### src/rtl/calc_pkg.sv
// Shared types and constants for the calculator display conversion path.
// Latency: n/a (declarations only).
// Backpressure: n/a.
package calc_pkg;

    // Conversion scheduler states.
    typedef enum logic [1:0] {
        IDLE  = 2'd0,
        SHIFT = 2'd1,
        DONE  = 2'd2
    } state_t;

    // Seven-segment sign digit codes.
    localparam logic [3:0] SIGN_MINUS = 4'hB;
    localparam logic [3:0] SIGN_BLANK = 4'hF;

    // Requester identifiers, also used as the round-robin history value.
    localparam logic SRC_A = 1'b0;
    localparam logic SRC_B = 1'b1;

endpackage

### src/rtl/bcd_dabble_step.sv
// One double-dabble iteration: add 3 to every BCD nibble >= 5, then shift left by one.
// Latency: combinational.
// Backpressure: none (pure function of sr_in).
//
// Ports:
//   sr_in  - {bcd digits, binary remainder}, digit 0 sits just above the binary field
//   sr_out - corrected and shifted register
module bcd_dabble_step #(
    parameter int WIDTH  = 21,
    parameter int DIGITS = 8
) (
    input  logic [4*DIGITS+WIDTH-1:0] sr_in,
    output logic [4*DIGITS+WIDTH-1:0] sr_out
);

    logic [4*DIGITS+WIDTH-1:0] adj;

    always_comb begin
        adj = sr_in;
        for (int i = 0; i < DIGITS; i++) begin
            if (sr_in[WIDTH+4*i +: 4] >= 4'd5) begin
                adj[WIDTH+4*i +: 4] = sr_in[WIDTH+4*i +: 4] + 4'd3;
            end
        end
        // The MSB falls off; DIGITS is sized so it is always zero here.
        sr_out = adj << 1;
    end

endmodule

### src/rtl/bcd_conv_sched.sv
// Arbitrated signed binary-to-BCD converter sharing one double-dabble datapath between ports A and B.
// Latency: outputs and done update WIDTH+1 cycles after the acceptance edge; one conversion per WIDTH+2 cycles.
// Backpressure: ack_x only asserts in IDLE; requests raised while busy wait with ack low.
//
// Ports:
//   clk, reset_n        - rising-edge clock, asynchronous active-low reset
//   req_a/bin_a/ack_a   - operand-entry requester (level request, value held until ack)
//   req_b/bin_b/ack_b   - ALU-result requester
//   busy                - conversion in flight (SHIFT or DONE)
//   done                - one-cycle pulse when bcd/sign_dig/src are refreshed
//   src                 - requester of the latched result (0=A, 1=B)
//   bcd                 - magnitude digits, digit 0 in [3:0]
//   sign_dig            - 4'hB for negative, 4'hF for zero/positive
module bcd_conv_sched
    import calc_pkg::*;
#(
    parameter int WIDTH  = 21,
    parameter int DIGITS = 8
) (
    input  logic                  clk,
    input  logic                  reset_n,
    input  logic                  req_a,
    input  logic [WIDTH-1:0]      bin_a,
    output logic                  ack_a,
    input  logic                  req_b,
    input  logic [WIDTH-1:0]      bin_b,
    output logic                  ack_b,
    output logic                  busy,
    output logic                  done,
    output logic                  src,
    output logic [4*DIGITS-1:0]   bcd,
    output logic [3:0]            sign_dig
);

    localparam int SRW = 4*DIGITS + WIDTH;
    localparam int CW  = $clog2(WIDTH + 1);

    state_t           state, state_nxt;
    logic [SRW-1:0]   sr, sr_step;
    logic [CW-1:0]    cnt;
    logic             neg_q;
    logic             cur_src;
    logic             last_grant;

    logic             grant_a, grant_b, accept;
    logic [WIDTH-1:0] sel_bin, mag;

    // Round-robin: on a tie, A wins unless A was served last.
    always_comb begin
        grant_a = req_a && (!req_b || (last_grant == SRC_B));
        grant_b = req_b && !grant_a;
        accept  = (state == IDLE) && (req_a || req_b);
        sel_bin = grant_a ? bin_a : bin_b;
        // Unsigned negation in WIDTH bits: the most-negative value maps to 2^(WIDTH-1) without wrap.
        mag     = sel_bin[WIDTH-1] ? -sel_bin : sel_bin;
    end

    bcd_dabble_step #(
        .WIDTH  (WIDTH),
        .DIGITS (DIGITS)
    ) u_step (
        .sr_in  (sr),
        .sr_out (sr_step)
    );

    // State register.
    always_ff @(posedge clk or negedge reset_n) begin
        if (!reset_n) begin
            state <= IDLE;
        end else begin
            state <= state_nxt;
        end
    end

    // Next-state logic.
    always_comb begin
        state_nxt = state;
        case (state)
            IDLE:    if (accept) state_nxt = SHIFT;
            SHIFT:   if (cnt == CW'(WIDTH - 1)) state_nxt = DONE;
            DONE:    state_nxt = IDLE;
            default: state_nxt = IDLE;
        endcase
    end

    // Combinational outputs. ack is gated by reset so it reads low while reset is held.
    always_comb begin
        ack_a = reset_n && (state == IDLE) && grant_a;
        ack_b = reset_n && (state == IDLE) && grant_b;
        busy  = (state != IDLE);
    end

    // Datapath and registered outputs.
    always_ff @(posedge clk or negedge reset_n) begin
        if (!reset_n) begin
            sr         <= '0;
            cnt        <= '0;
            neg_q      <= 1'b0;
            cur_src    <= SRC_A;
            last_grant <= SRC_B;
            done       <= 1'b0;
            src        <= SRC_A;
            bcd        <= '0;
            sign_dig   <= SIGN_BLANK;
        end else begin
            done <= 1'b0;
            case (state)
                IDLE: begin
                    if (accept) begin
                        sr         <= SRW'(mag);
                        cnt        <= '0;
                        neg_q      <= sel_bin[WIDTH-1];
                        cur_src    <= grant_a ? SRC_A : SRC_B;
                        last_grant <= grant_a ? SRC_A : SRC_B;
                    end
                end
                SHIFT: begin
                    sr  <= sr_step;
                    cnt <= cnt + CW'(1);
                end
                DONE: begin
                    bcd      <= sr[SRW-1 -: 4*DIGITS];
                    sign_dig <= neg_q ? SIGN_MINUS : SIGN_BLANK;
                    src      <= cur_src;
                    done     <= 1'b1;
                end
                default: ;
            endcase
        end
    end

endmodule

### config.mk
export PLATFORM = sky130hd
export DESIGN_NAME = bcd_conv_sched
export DESIGN_NICKNAME = d
export VERILOG_FILES = /design/src/rtl/calc_pkg.sv /design/src/rtl/bcd_dabble_step.sv /design/src/rtl/bcd_conv_sched.sv
export SDC_FILE = /design/constraint.sdc
export NUM_CORES = 1
export LEC_CHECK = 0
export ABC_AREA = 1
export BUFFER_PORTS_ARGS = -buffer_cell sky130_fd_sc_hd__buf_2
export CORE_ASPECT_RATIO = 1.1
export CORE_MARGIN = 8
export CORE_UTILIZATION = 53
export CTS_BUF_LIST = sky130_fd_sc_hd__clkbuf_4 sky130_fd_sc_hd__clkbuf_8
export CTS_CLUSTER_SIZE = 20
export DETAILED_ROUTE_END_ITERATION = 8
export PLACE_DENSITY = 0.82
export SETUP_SLACK_MARGIN = 0.02
export SLEW_MARGIN = 40
export SYNTH_ARGS = -nofsm -noshare
export SYNTH_HDL_FRONTEND = slang
export SYNTH_SLANG_ARGS = --single-unit
### constraint.sdc
create_clock -name clk -period 2.2 [get_ports clk]
set_input_delay 0.11 -clock clk [delete_from_list [all_inputs] [get_ports clk]]
set_output_delay 0.11 -clock clk [all_outputs]
set_load 0.02 [all_outputs]
==> results of run 1 <==
## state kept, by name (all words and copies together), names as in the netlist
name        count
neg_q           1
sr             53
bcd            32
last_grant      1
src             1
cnt             5
cur_src         1
done            1
sign_dig        1
state           2
## per-layer routing
layer / vias to the layer above / GRT usage [%] / wire length (um)
li1: 2399 / - / -
met1: 2269 / 21.86 / 5616
met2: 137 / 30.31 / 5661
met3: 14 / 4.446 / 742
met4: 0 / 6.000 / 189
met5: - / 0 / 0
## metrics by stage
step | total power [mW] | utilization (%)
floorplan | 6.366 | -
CTS | 8.842 | 61.09
detailed placement | 7.598 | 58.90
global placement | 7.342 | 58.90
finish | 8.864 | 61.82
global route | 9.654 | 61.82
## cells by family after synthesis
kind of cell             after synthesis  synth area share, %
XOR/XNOR                              11                1.750
multiplexers                           1               0.1818
buffers and inverters                141                10.63
AND/OR/NAND/NOR                      280                22.70
adder cells (fa/ha/maj)               19                4.317
AO/OA/AOI/OAI                        148                15.77
other                                  1              0.06810
flip-flops                            98                44.58
## cell usage in the layout, fill, tap and decap left out, drive strengths merged
cell         instances
clkinv               4
o221ai               2
clkbuf              12
a32o                 1
bufinv               1
ha                  19
nor3                 5
nand4                5
xor2                10
o21ai               97
o32ai                8
nand3b              11
nand2              179
a21oi                9
o22ai               19
mux2i                1
o211ai               2
xnor2                1
dfrtp               96
inv                111
nor4                 1
dfstp                2
o21bai               8
dlygate4sd3          1
buf                 95
nand3               41
and2                 1
a31oi                2
nor2                37
conb                 3
## power by group
part	leakage (nW)	total (mW)	switching [mW]	internal, mW
combinational	2.04	4.51	2.88	1.63
sequential	1.18	3.13	0.445	2.69
clock	0.112	1.22	0.607	0.617
## worst min-delay path, cell delays in order
cell and delay, ns:
sky130_fd_sc_hd__buf_2 0.07, sky130_fd_sc_hd__o21ai_1 0.10, sky130_fd_sc_hd__nand2_1 0.08, sky130_fd_sc_hd__nand3_1 0.05
sky130_fd_sc_hd__nand2_1 0.05
## worst max-delay path by stage
| stage | cells after the start | slack (ns) | start | endpoint |
|---|---|---|---|---|
| after floorplan | 17 | 0.11 | last_grant | sr[14] |
| after global placement | 12 | 0.17 | last_grant | sr[18] |
| after detailed placement | 15 | 0.08 | last_grant | sr[14] |
| after CTS | 12 | 0.06 | last_grant | sr[18] |
| after global routing | 16 | 0.008 | last_grant | sr[14] |
| final | 16 | 0.15 | last_grant | sr[16] |
## area by class of cell
cell class                      instances  share of cell area, %
Clock buffer                           12                  2.607
Clock inverter                          4                 0.7703
Inverter                              112                  6.676
Multi-Input combinational cell        462                  39.80
Sequential cell                        98                  38.75
Tap cell                              123                  2.429
Timing Repair Buffer                   96                  8.967
## repair_timing
action / in CTS / in global routing
gates resized for setup: 0 / 14
endpoints found under the setup margin: 0 / 13
buffers inserted: 0 / 2
hold buffers: 1 / 0
hold endpoints to repair: 96 / 0
==> summary by stage, run 1 <==
STA
Setup repair after global routing left no endpoint under its margin. The number of max-slew violations in the final report came to 0. The hold violation count in the final report came to 0. The minimum clock period is 2.054 ns.

The maximum clock skew at final layout is 0.01248 ns. The setup violation total in the final timing report is 0. The maximum clock frequency is 486.9 MHz. The worst path uses 93.35% of the clock period. Hold timing on the final database bottoms out at a slack of 0.1323 ns.

Across all setup checks in the final design, the least slack found is 0.1463 ns. Setup total negative slack on the finished layout was measured at 0 ns.

Critical path
Among all stages on the critical path, the largest delay is contributed by sky130_fd_sc_hd__dfstp_2. In this run the worst path has a maximum fanout of 5. Measured in cells, the most critical reg-to-reg path has a length of 16. The worst path arrival time is 2.32 ns. The worst setup path is launched from a register. The largest single stage delay on the critical path is 0.53 ns. The slack of the worst reg-to-reg path is 0.15 ns. In this run the critical register-to-register path is launched from last_grant. Traced cell by cell, the critical path runs through inv_1 -> nand2_4 -> nand2_4 -> nand2_1 -> nand2_1 -> inv_2 -> ha_4 -> nand2_1 -> nor2_4 -> nand2_4 -> nor2_4 -> nand2_1 -> nand2_1 -> nand2_1 -> nand3_1 -> nand2_1. The endpoint of the lowest-slack register-to-register path is sr[16].

The type of the worst setup path is register to register. STA classifies the critical path endpoint as a register. In this design, the critical path's most frequently occurring cell is sky130_fd_sc_hd__nand2_1. The gate family responsible for the most delay along the worst path is simple AND/OR/NAND/NOR gates. The critical path contains buffers and inverters numbering 2 combined. At the worst endpoint, the required time is 2.47 ns.

Route
The total number of vias is 4,819. The number of DRC markers in iteration 0 is 358. The routed wire length per instance is 13.46 um. The via density per instance is 5.313. For this run, design rule violations remaining after detail routing come to 0. In this run the remaining antenna-violating nets after routing total 0. The total detailed-routing wirelength is 12,210 um. Before antenna repair, the detailed router went through 5 iterations.

Global routing
The number of global-route vias before repair came to 4,772. The first global-routing pass estimated 20,610 um of wire. The number of antenna violations at the first check in global routing came to 0.

The largest net degree at the start of global routing is 99. The total overflow left after global routing is 0. The overall fraction of global-route tracks in use is 17.83%.

Floorplan
The floorplan step defined a die boundary enclosing 0.01391 mm2. The overall die height is 122.9 um. The die width is 113.2 um. The core region is 0.01025 mm2. The initial utilization of the core area, before any placement, comes to 53.74%. The number of placement rows is 39. The number of placed I/O pins is 87.

Layout
Summing all multi-input logic gate instances after layout gives 0.002521 mm2. The final cell area excluding filler cells is 0.006335 mm2. The area growth from synthesis to layout is 15.04%.

The number of antenna diodes in the final layout is 0. The share of cells above drive strength 1 is 19.26%. In the final design database the tool counted 844 nets. The sequential cells in the finished layout cover a total of 0.002455 mm2. Excluding fillers, the count of instances in the completed layout stands at 907.

The number of fill cells is 883.

Power and ir drop
The power density over the cells is 1399 mW/mm2. Summed over all cells, the static leakage comes to 3.338 nW. IR analysis of the VDD net gives a maximum drop of 549.9 uV.

Clocking
The insertion delay of the later-clocked pin in the worst-skew pair is 0.37 ns. TritonCTS built the clock tree. The H-tree was split into 3 levels. CTS saw 98 sinks.

The maximum buffer depth of the clock tree is 2. In this run the clock root is driven by a sky130_fd_sc_hd__clkbuf_8. The clock-pin slew of the registers on the worst-case setup and hold paths is 0.09 ns.

The TritonCTS buffer count is 9.

Yosys
In this run, synthesis produced a sequential element count of 98. The number of different library cells used by synthesis comes to 42. The average footprint of a synthesized cell is 7.878 um2.

During synthesis, Yosys emitted a total of 0 warnings. The leading cell type by number of instances after synthesis is sky130_fd_sc_hd__nand2_1. The share of Yosys cell area claimed by the top area cell type is 43.63%. The prevailing post-synth register cell is sky130_fd_sc_hd__dfrtp_1.

Counting flops with an async set or reset pin after synthesis yields a share of 100.0%. The commonest cells after synthesis are sky130_fd_sc_hd__nand2_1, sky130_fd_sc_hd__inv_1, sky130_fd_sc_hd__dfrtp_1, sky130_fd_sc_hd__o21ai_0, sky130_fd_sc_hd__nand3_1. The sequential cell area fraction in the yosys report is 44.58%. Summing every instance area after synthesis gives 0.005507 mm2. The number of synthesized flops with an enable pin is 0. The number of cells produced by synthesis is 699. The dominant cell type by area after synthesis is sky130_fd_sc_hd__dfrtp_1.

Sorting the synthesized cells by area gives the leading types as sky130_fd_sc_hd__dfrtp_1, sky130_fd_sc_hd__nand2_1, sky130_fd_sc_hd__o21ai_0, sky130_fd_sc_hd__inv_1, sky130_fd_sc_hd__ha_1.

Placed design
The cell area reported after detailed placement is 0.006036 mm2. The detailed-placement wirelength estimate is 8981 um. OpenSTA, run right after detailed placement, puts the worst setup slack at 0.07839 ns. In this run the tool buffered the top-level ports with 83 buffer cells. At the end of routability-driven placement, the weighted congestion stood at 0.8561. Counting tap cells, the placed design contains a total of 888 instances.

Worst hold path
The path with the worst hold slack has its endpoint at sr[16]. In this run the most critical hold path is launched from bin_a[16]. The worst hold path class is input pin to register. The worst hold path passes through 5 cells.

Status
The run finished with clean final reports.

Flow run
The number of violations of the max-capacitance limit is 0.
(Power assumes the default switching activity.)
==> run 2, diff against run 1 <==
--- a/config.mk
+++ b/config.mk
@@ -14,6 +14,7 @@
 export CTS_CLUSTER_SIZE = 20
 export DETAILED_ROUTE_END_ITERATION = 8
 export PLACE_DENSITY = 0.82
+export RECOVER_POWER = 25
 export SETUP_SLACK_MARGIN = 0.02
 export SLEW_MARGIN = 40
 export SYNTH_ARGS = -nofsm -noshare
==> constraint.sdc (replaced) <==
create_clock -name clk -period 2.2 [get_ports clk]
set_input_delay 0 -clock clk [delete_from_list [all_inputs] [get_ports clk]]
set_output_delay 0 -clock clk [all_outputs]
set_load 0.02 [all_outputs]
==> summary by stage, run 2 (synthesis gave the netlist of run 1 again) <==
Clocking
The number of H-tree levels is 3. Clock tree synthesis selected as its root buffer the cell sky130_fd_sc_hd__clkbuf_8. The TritonCTS buffer count is 9. The clock passes through at most 2 buffers. The count of clock tree sinks is 98. The clock-pin slew of the registers on the worst-case setup and hold paths is 0.09 ns.

TritonCTS built the clock tree. The insertion delay of the later-clocked pin in the worst-skew pair is 0.37 ns.

Layout
The number of nets in the final layout is 844. Relative to the synthesized area, the layout overhead comes to 14.16%. In the final layout, the share of cells above drive strength 1 is 19.39%.

In the final layout, the registers with the most flip-flops are sr: 53 flops, bcd: 32 flops, cnt: 5 flops. The library cell used most frequently in the layout, excluding fill and tap cells, is sky130_fd_sc_hd__nand2_1. In the layout the commonest cells are sky130_fd_sc_hd__nand2_1, sky130_fd_sc_hd__inv_1, sky130_fd_sc_hd__dfrtp_1. The final cell area excluding filler cells is 0.006286 mm2.

The register with the most flip-flops in the layout has 53 of them. At the end of the flow the core is filled with cells to 61.34%. After the flow finishes, the layout carries non-filler instances totaling 907. The register with the most flip-flops in the final layout is sr. The antenna diode count is 0.

Power and ir drop
The post-layout total power is 8.810 mW. Dividing total power by cell area gives a power density of 1401 mW/mm2. The leakage power summed over all cells is 3.307 nW.

The peak ir drop on the vdd network is 505.8 uV.

Route
The final route contains 4,736 vias. After detailed routing, the number of vias per cell comes to 5.222. In this run the remaining antenna-violating nets after routing total 0. In this run, the number of DRC markers left after iteration 0 of detailed routing was 301.

The routed wire length per instance is 13.25 um. The total detailed-routing wirelength is 12,020 um. For this run, design rule violations remaining after detail routing come to 0. The number of search-and-repair iterations in the first detailed-routing pass is 5.

Global routing
The overall fraction of global-route tracks in use is 17.47%. The layer carrying the most global-route usage is met2. The number of antenna violations at the first check in global routing came to 0. Global routing consumed, on the met2 layer, 29.49% of the routing resources.

The fraction of met3 tracks used by global routing is 2.882%. Global routing finished with a remaining overflow of 0. The largest net degree at the start of global routing is 79.

For this run, global-route usage on met1 was measured as 21.76%. The number of global-route vias before repair came to 4,744. The wire length of the first global-routing pass is 20,110 um.

Critical path
Following the worst setup path forward leads to its endpoint at sr[14]. The endpoint of the lowest-slack register-to-register path is sr[14]. The worst-case reg-to-reg path depth is 16. The endpoint type of the worst setup path is a register.

The worst register-to-register path begins at last_grant. The critical path required time is 2.47 ns. STA classifies the critical path startpoint as a register. On the worst path, the slowest cell contributes a delay of 0.54 ns. The critical path goes through inv_2 -> nand2_4 -> nand2_4 -> nand2_1 -> nand2_1 -> inv_1 -> ha_4 -> nand2_2 -> nor2_4 -> nand2_4 -> nor2_4 -> nand2_2 -> nand2_1 -> nand2_1 -> nand3_1 -> nand2_1. Along the worst path, the maximum fanout reaches 7. In this run the register-to-register setup slack is 0.14 ns.

By startpoint and endpoint, the worst setup path is classified as register to register. The slowest stage of the critical path is the sky130_fd_sc_hd__dfstp_2 cell. By instance count, the cell type seen most on the critical path is sky130_fd_sc_hd__nand2_1. At the worst endpoint, the arrival time is 2.33 ns.

The most critical setup path has its startpoint at last_grant.

Floorplan
The initial utilization of the core area, before any placement, comes to 53.74%. For this design the top-level I/O count stands at 87. After floorplanning, the core was divided into 39 placement rows.

The die width is 113.2 um. The area of the die is 0.01391 mm2. The die is 122.9 um tall. The area of the core region is 0.01025 mm2.

Placed design
The cell count after placement is 889. The detailed-placement wirelength estimate is 8789 um. Input and output buffers added on the ports amount to 83. The cell area reported after detailed placement is 0.006031 mm2. Routability-driven placement finished with a final weighted congestion of 0.8479.

STA
Static timing analysis puts the maximum clock frequency at 484.5 MHz. The hold violation count in the final report is 0. On the final layout, the worst clock skew is 0.006212 ns. The ratio of final minimum period to clock period is 93.83%. The number of max-slew violations in the final report came to 0. At the pin with the least slew margin, the transition time is 1.020 ns. For the finished layout, the period the worst path requires is 2.064 ns. Measured against its own limit, the worst slew margin works out to 32.01%. The setup violation total in the final timing report is 0.

Setup repair after global routing could not meet its margin everywhere.

Flow run
The number of violations of the max-capacitance limit is 0.

Worst hold path
The worst hold path class is input pin to register.

Status
The flow ran to the end, and the final reports show no timing, DRC or antenna violations.
run 2: report_power, final:
part | internal (mW) | total (mW) | leakage, nW | switching, mW
clock network | 0.591 | 1.22 | 0.0982 | 0.628
logic | 1.60 | 4.45 | 2.02 | 2.85
registers | 2.69 | 3.14 | 1.18 | 0.455
run 2: worst min path at each step:
stage                         start  endpoint  slack [ns]  cells past startpoint
after global placement      reset_n   bcd[25]       -0.09                      1
after detailed placement    reset_n   bcd[26]       -0.08                      1
final                     bin_a[15]    sr[15]        0.03                      5
after CTS                  bin_a[0]     sr[0]        0.01                      5
after global routing      bin_a[13]    sr[13]        0.07                      5
after floorplan             reset_n    bcd[0]       -0.30                      0
run 2: critical path, delay by kind of cell (launching register included):
kind	cells	cell delay, ns
buffers and inverters	2	0.16
adder cells (fa/ha/maj)	1	0.15
flip-flops	1	0.54
AND/OR/NAND/NOR	13	1.09
run 2: repair_timing:
item                       CTS  global route
setup endpoints to repair    0            13
hold buffers                 1             0
buffers inserted             0             1
hold endpoints to repair    96             0
resized for setup            0            11
run 2: cell type report:
class,instances,area [um2]
timing repair buffer,96,534.3
fill,891,3961
inverter,112,422.9
clock buffer,11,151.4
multi-input combinational,462,2507
sequential,98,2455
tap,123,153.9
clock inverter,5,61.31
run 2: layer usage:
layer	vias up	share of wire, %	wire length [um]
li1	2400	-	-
met2	154	46	5530
met3	15	5.5	665
met5	-	0	0
met4	0	1.7	200
met1	2167	47	5622
run 2: stage by stage:
step / hold slack (ns) / setup slack (ns) / setup TNS [ns]
2_1_floorplan: -0.2956 / 0.1059 / 0
3_3_place_gp: -0.08520 / 0.1670 / 0
3_5_place_dp: -0.08233 / 0.1039 / 0
4_1_cts: 0.01012 / 0.08037 / 0
5_1_grt: 0.06607 / -0.01494 / -0.01494
6_report: 0.03360 / 0.1358 / 0
==> run 3, diff against run 2 <==
--- a/config.mk
+++ b/config.mk
@@ -5,7 +5,6 @@
 export SDC_FILE = /design/constraint.sdc
 export NUM_CORES = 1
 export LEC_CHECK = 0
-export ABC_AREA = 1
 export BUFFER_PORTS_ARGS = -buffer_cell sky130_fd_sc_hd__buf_2
 export CORE_ASPECT_RATIO = 1.1
 export CORE_MARGIN = 8
@@ -13,7 +12,7 @@
 export CTS_BUF_LIST = sky130_fd_sc_hd__clkbuf_4 sky130_fd_sc_hd__clkbuf_8
 export CTS_CLUSTER_SIZE = 20
 export DETAILED_ROUTE_END_ITERATION = 8
-export PLACE_DENSITY = 0.82
+export PLACE_DENSITY = 0.83
 export RECOVER_POWER = 25
 export SETUP_SLACK_MARGIN = 0.02
 export SLEW_MARGIN = 40
==> summary by stage, run 3 <==
Status
The flow ran to the end, and the final reports show no timing, DRC or antenna violations.

Yosys
The share of Yosys cell area claimed by the top area cell type is 45.05%. Counting distinct cell types in the post-synthesis netlist gives 58. Sorting the synthesized cells by area gives the leading types as sky130_fd_sc_hd__dfrtp_1, sky130_fd_sc_hd__o21ai_0, sky130_fd_sc_hd__ha_1, sky130_fd_sc_hd__mux2i_1, sky130_fd_sc_hd__mux2_2. The prevailing post-synth register cell is sky130_fd_sc_hd__dfrtp_1. The number of synthesized flops with an enable pin is 0.

After synthesis the cells add up to 0.005333 mm2. The dominant cell type by area after synthesis is sky130_fd_sc_hd__dfrtp_1. After synthesis, the most frequently instantiated cells are sky130_fd_sc_hd__dfrtp_1, sky130_fd_sc_hd__o21ai_0, sky130_fd_sc_hd__nand2_1, sky130_fd_sc_hd__a21oi_1, sky130_fd_sc_hd__nor2_1. Of all flip-flops after synthesis, the portion carrying an async set or reset was 100.0%. In the synthesized netlist, the number of instances is 532. The Yosys step of the flow raised 0 warnings. The average footprint of a synthesized cell is 10.02 um2. The sequential cell area fraction in the yosys report is 46.03%.

Synthesis inferred 98 register bits. The leading cell type by number of instances after synthesis is sky130_fd_sc_hd__dfrtp_1.

STA
The maximum clock skew at final layout is 0.006873 ns. Summed over all failing endpoints, the final setup total negative slack is 0 ns. The number of max-slew violations in the final report is 0.

The ratio of final minimum period to clock period is 97.11%. The hold violation count in the final report is 0. For the finished layout, the period the worst path requires is 2.136 ns. Hold is met by 0.01132 ns. Setup repair after global routing could not meet its margin everywhere. The worst pin sits at a relative slew slack of 32.38%. Timing would allow up to 468.1 MHz. Setup violations remaining at the end of the flow were counted as 0.

For the pin with the worst max-slew slack, the measured transition is 1.014 ns.

Floorplan
After floorplanning, the core was sized to cover 0.009842 mm2. The overall die height is 121.2 um. The area of the die is 0.01353 mm2. The starting density of the core is 54.18%.

The number of placed I/O pins is 87. The number of placement rows is 38. The die is 111.6 um wide.

Layout
Counting flops per register, the top entry is sr. Summing all non-filler instances in the final layout gives an area of 0.006117 mm2. The library cells used most frequently in the layout, excluding fill and tap cells, are sky130_fd_sc_hd__dfrtp_1, sky130_fd_sc_hd__buf_2, sky130_fd_sc_hd__o21ai_0. The number of flip-flops under the largest register name is 53.

The antenna diode count is 0. The largest registers in the layout are sr: 53 flops, bcd: 32 flops, cnt: 5 flops. The number of fill cells is 820.

Leaving out fill and tap cells, the most frequent cell in the layout is sky130_fd_sc_hd__dfrtp_1. At the end of the flow, the number of nets in the layout was 678. Relative to the synthesized area, the layout overhead comes to 14.71%. Cells with a size suffix above 1 make up 21.72% of the layout. The area taken by flip-flops and latches is 0.002455 mm2. Summing all multi-input logic gate instances after layout gives 0.002673 mm2.

Route
The first detailed-routing pass ran for 4 iterations. The count of antenna-violating nets left after detailed routing is 0. After detailed routing, the number of vias per cell comes to 5.758.

The routed wire length per instance is 16.83 um. The routed layout has 4,244 vias. The number of DRC markers in iteration 0 is 263. In the routed design, unresolved DRC markers number 0. Wires add up to 12,410 um.

Critical path
The cell with the largest stage delay on the worst path is sky130_fd_sc_hd__dfstp_2. The critical path starts at last_grant. At the worst endpoint, the arrival time is 2.43 ns. Walking the worst path, the cells encountered are nand2b_4 -> nand2_8 -> mux2i_2 -> ha_2 -> inv_2 -> a221oi_4 -> a31oi_2 -> xor2_1 -> o21ai_1. The number of buffers and inverters on the critical path is 1.

The peak per-stage delay on the critical path is 0.56 ns. The cell family contributing the most delay on the critical path is flip-flops. The worst-case reg-to-reg path depth is 9. The highest net fanout along the worst path is 6. The worst setup path is launched from a register.

The endpoint identified for the worst register-to-register timing path is sr[14]. The worst reg2reg path startpoint is last_grant. Setup slack on the worst reg-to-reg path comes out at 0.06 ns. The endpoint type of the worst setup path is a register. For the worst setup path, the data required time is 2.49 ns. The type of the worst setup path is register to register.

Clocking
The root cell of the clock tree is sky130_fd_sc_hd__clkbuf_8. The number of clock buffers added by TritonCTS is 9. The CTS tree is done. The number of H-tree levels is 3.

The maximum buffer depth of the clock tree is 2. The clock drives 98 sinks. The insertion delay of the later-clocked pin in the worst-skew pair is 0.37 ns. The clock-pin slew of the registers on the worst-case setup and hold paths is 0.09 ns.

Global routing
The number of antenna violations at the first check in global routing is 0. Entering global routing, the biggest net connects 53 pins. The wire length of the first global-routing pass is 21,040 um.

The number of global-route vias before repair is 4,382. Global routing used 18.82% of the available tracks. The leftover overflow at the end of global routing is 0.

Worst hold path
In this run the worst hold path is classified as input pin to register. The path with the worst hold slack has its endpoint at sr[0]. The number of cells on the worst hold path is 3.

The beginning of the worst hold path is bin_a[0].

Placed design
The number of port buffers is 83. Once detailed placement completed, the half-perimeter wirelength came to 9259 um. The congestion estimate from routability-driven global placement came to 0.8827. The cell area reported after detailed placement is 0.005864 mm2.

Power and ir drop
The leakage power summed over all cells is 2.812 nW. VDD sags by at most 416.5 uV. Power spread over the standard cell area amounts to 1233 mW/mm2. The post-layout total power is 7.543 mW.

Flow run
The number of violations of the max-capacitance limit is 0.
## run 3: cell families (layout without fill, tap and decap cells)
family / count (synthesis) / in the layout / synth area share [%]
buf+inv: 54 / 137 / 4.857
simple gates: 117 / 117 / 10.96
xor+xnor: 31 / 31 / 5.091
other cells: 1 / 3 / 0.07032
flops: 98 / 98 / 46.03
mux: 41 / 41 / 8.142
fa+ha+maj: 19 / 19 / 4.458
compound gates: 171 / 171 / 20.39
## run 3: where the power goes
group          switching (mW)  internal (mW)
sequential              0.547           2.56
clock                   0.572          0.675
combinational            1.87           1.32
## run 3: what timing repair did
action	CTS	global route
hold endpoints to repair	38	0
pin swaps	0	2
resized for setup	2	4
hold buffers	1	0
endpoints found under the setup margin	3	6
gates cloned	0	0
buffers inserted	0	1
## run 3: worst reg2reg max path: cells and delay by family, from the launching register on
kind / cells / cell delay (ns)
compound gates: 3 / 0.53
flops: 1 / 0.56
xor+xnor: 1 / 0.16
buf+inv: 1 / 0.07
mux: 1 / 0.22
fa+ha+maj: 1 / 0.24
simple gates: 2 / 0.27
## run 3: layout make-up
cell class,count,share of cell area [%]
well taps,120,2.454
multi-input cells,382,43.69
repair buffers,100,8.734
clock buffers,14,3.150
inverters,22,1.350
flip-flops and latches,98,40.13
clock inverters,1,0.4909
## run 3: metrics by stage
stage,instances,setup WS [ns],util [%]
5_1_grt,737,-0.04660,62.15
2_1_floorplan,534,-0.01862,-
3_5_place_dp,720,-0.03137,59.59
6_report,737,0.06361,62.15
4_1_cts,736,0.04703,62.12
3_3_place_gp,720,0.06928,59.59
## run 3: metal layers
metal	part of all wire (%)	GRT usage, %	up-vias
met5	0	0	-
met4	1.1	6.245	0
met3	6.2	5.724	12
met2	47	30.88	113
met1	46	23.25	2033
li1	-	-	2086
## run 3: how the worst max path moves through the flow
| stage | end | slack, ns | depth (start not counted) |
|---|---|---|---|
| after floorplan | sr[14] | -0.02 | 12 |
| after global placement | sr[19] | 0.07 | 7 |
| after detailed placement | sr[14] | -0.03 | 9 |
| after CTS | sr[14] | 0.05 | 9 |
| after global routing | sr[16] | -0.05 | 9 |
| final | sr[14] | 0.06 | 9 |
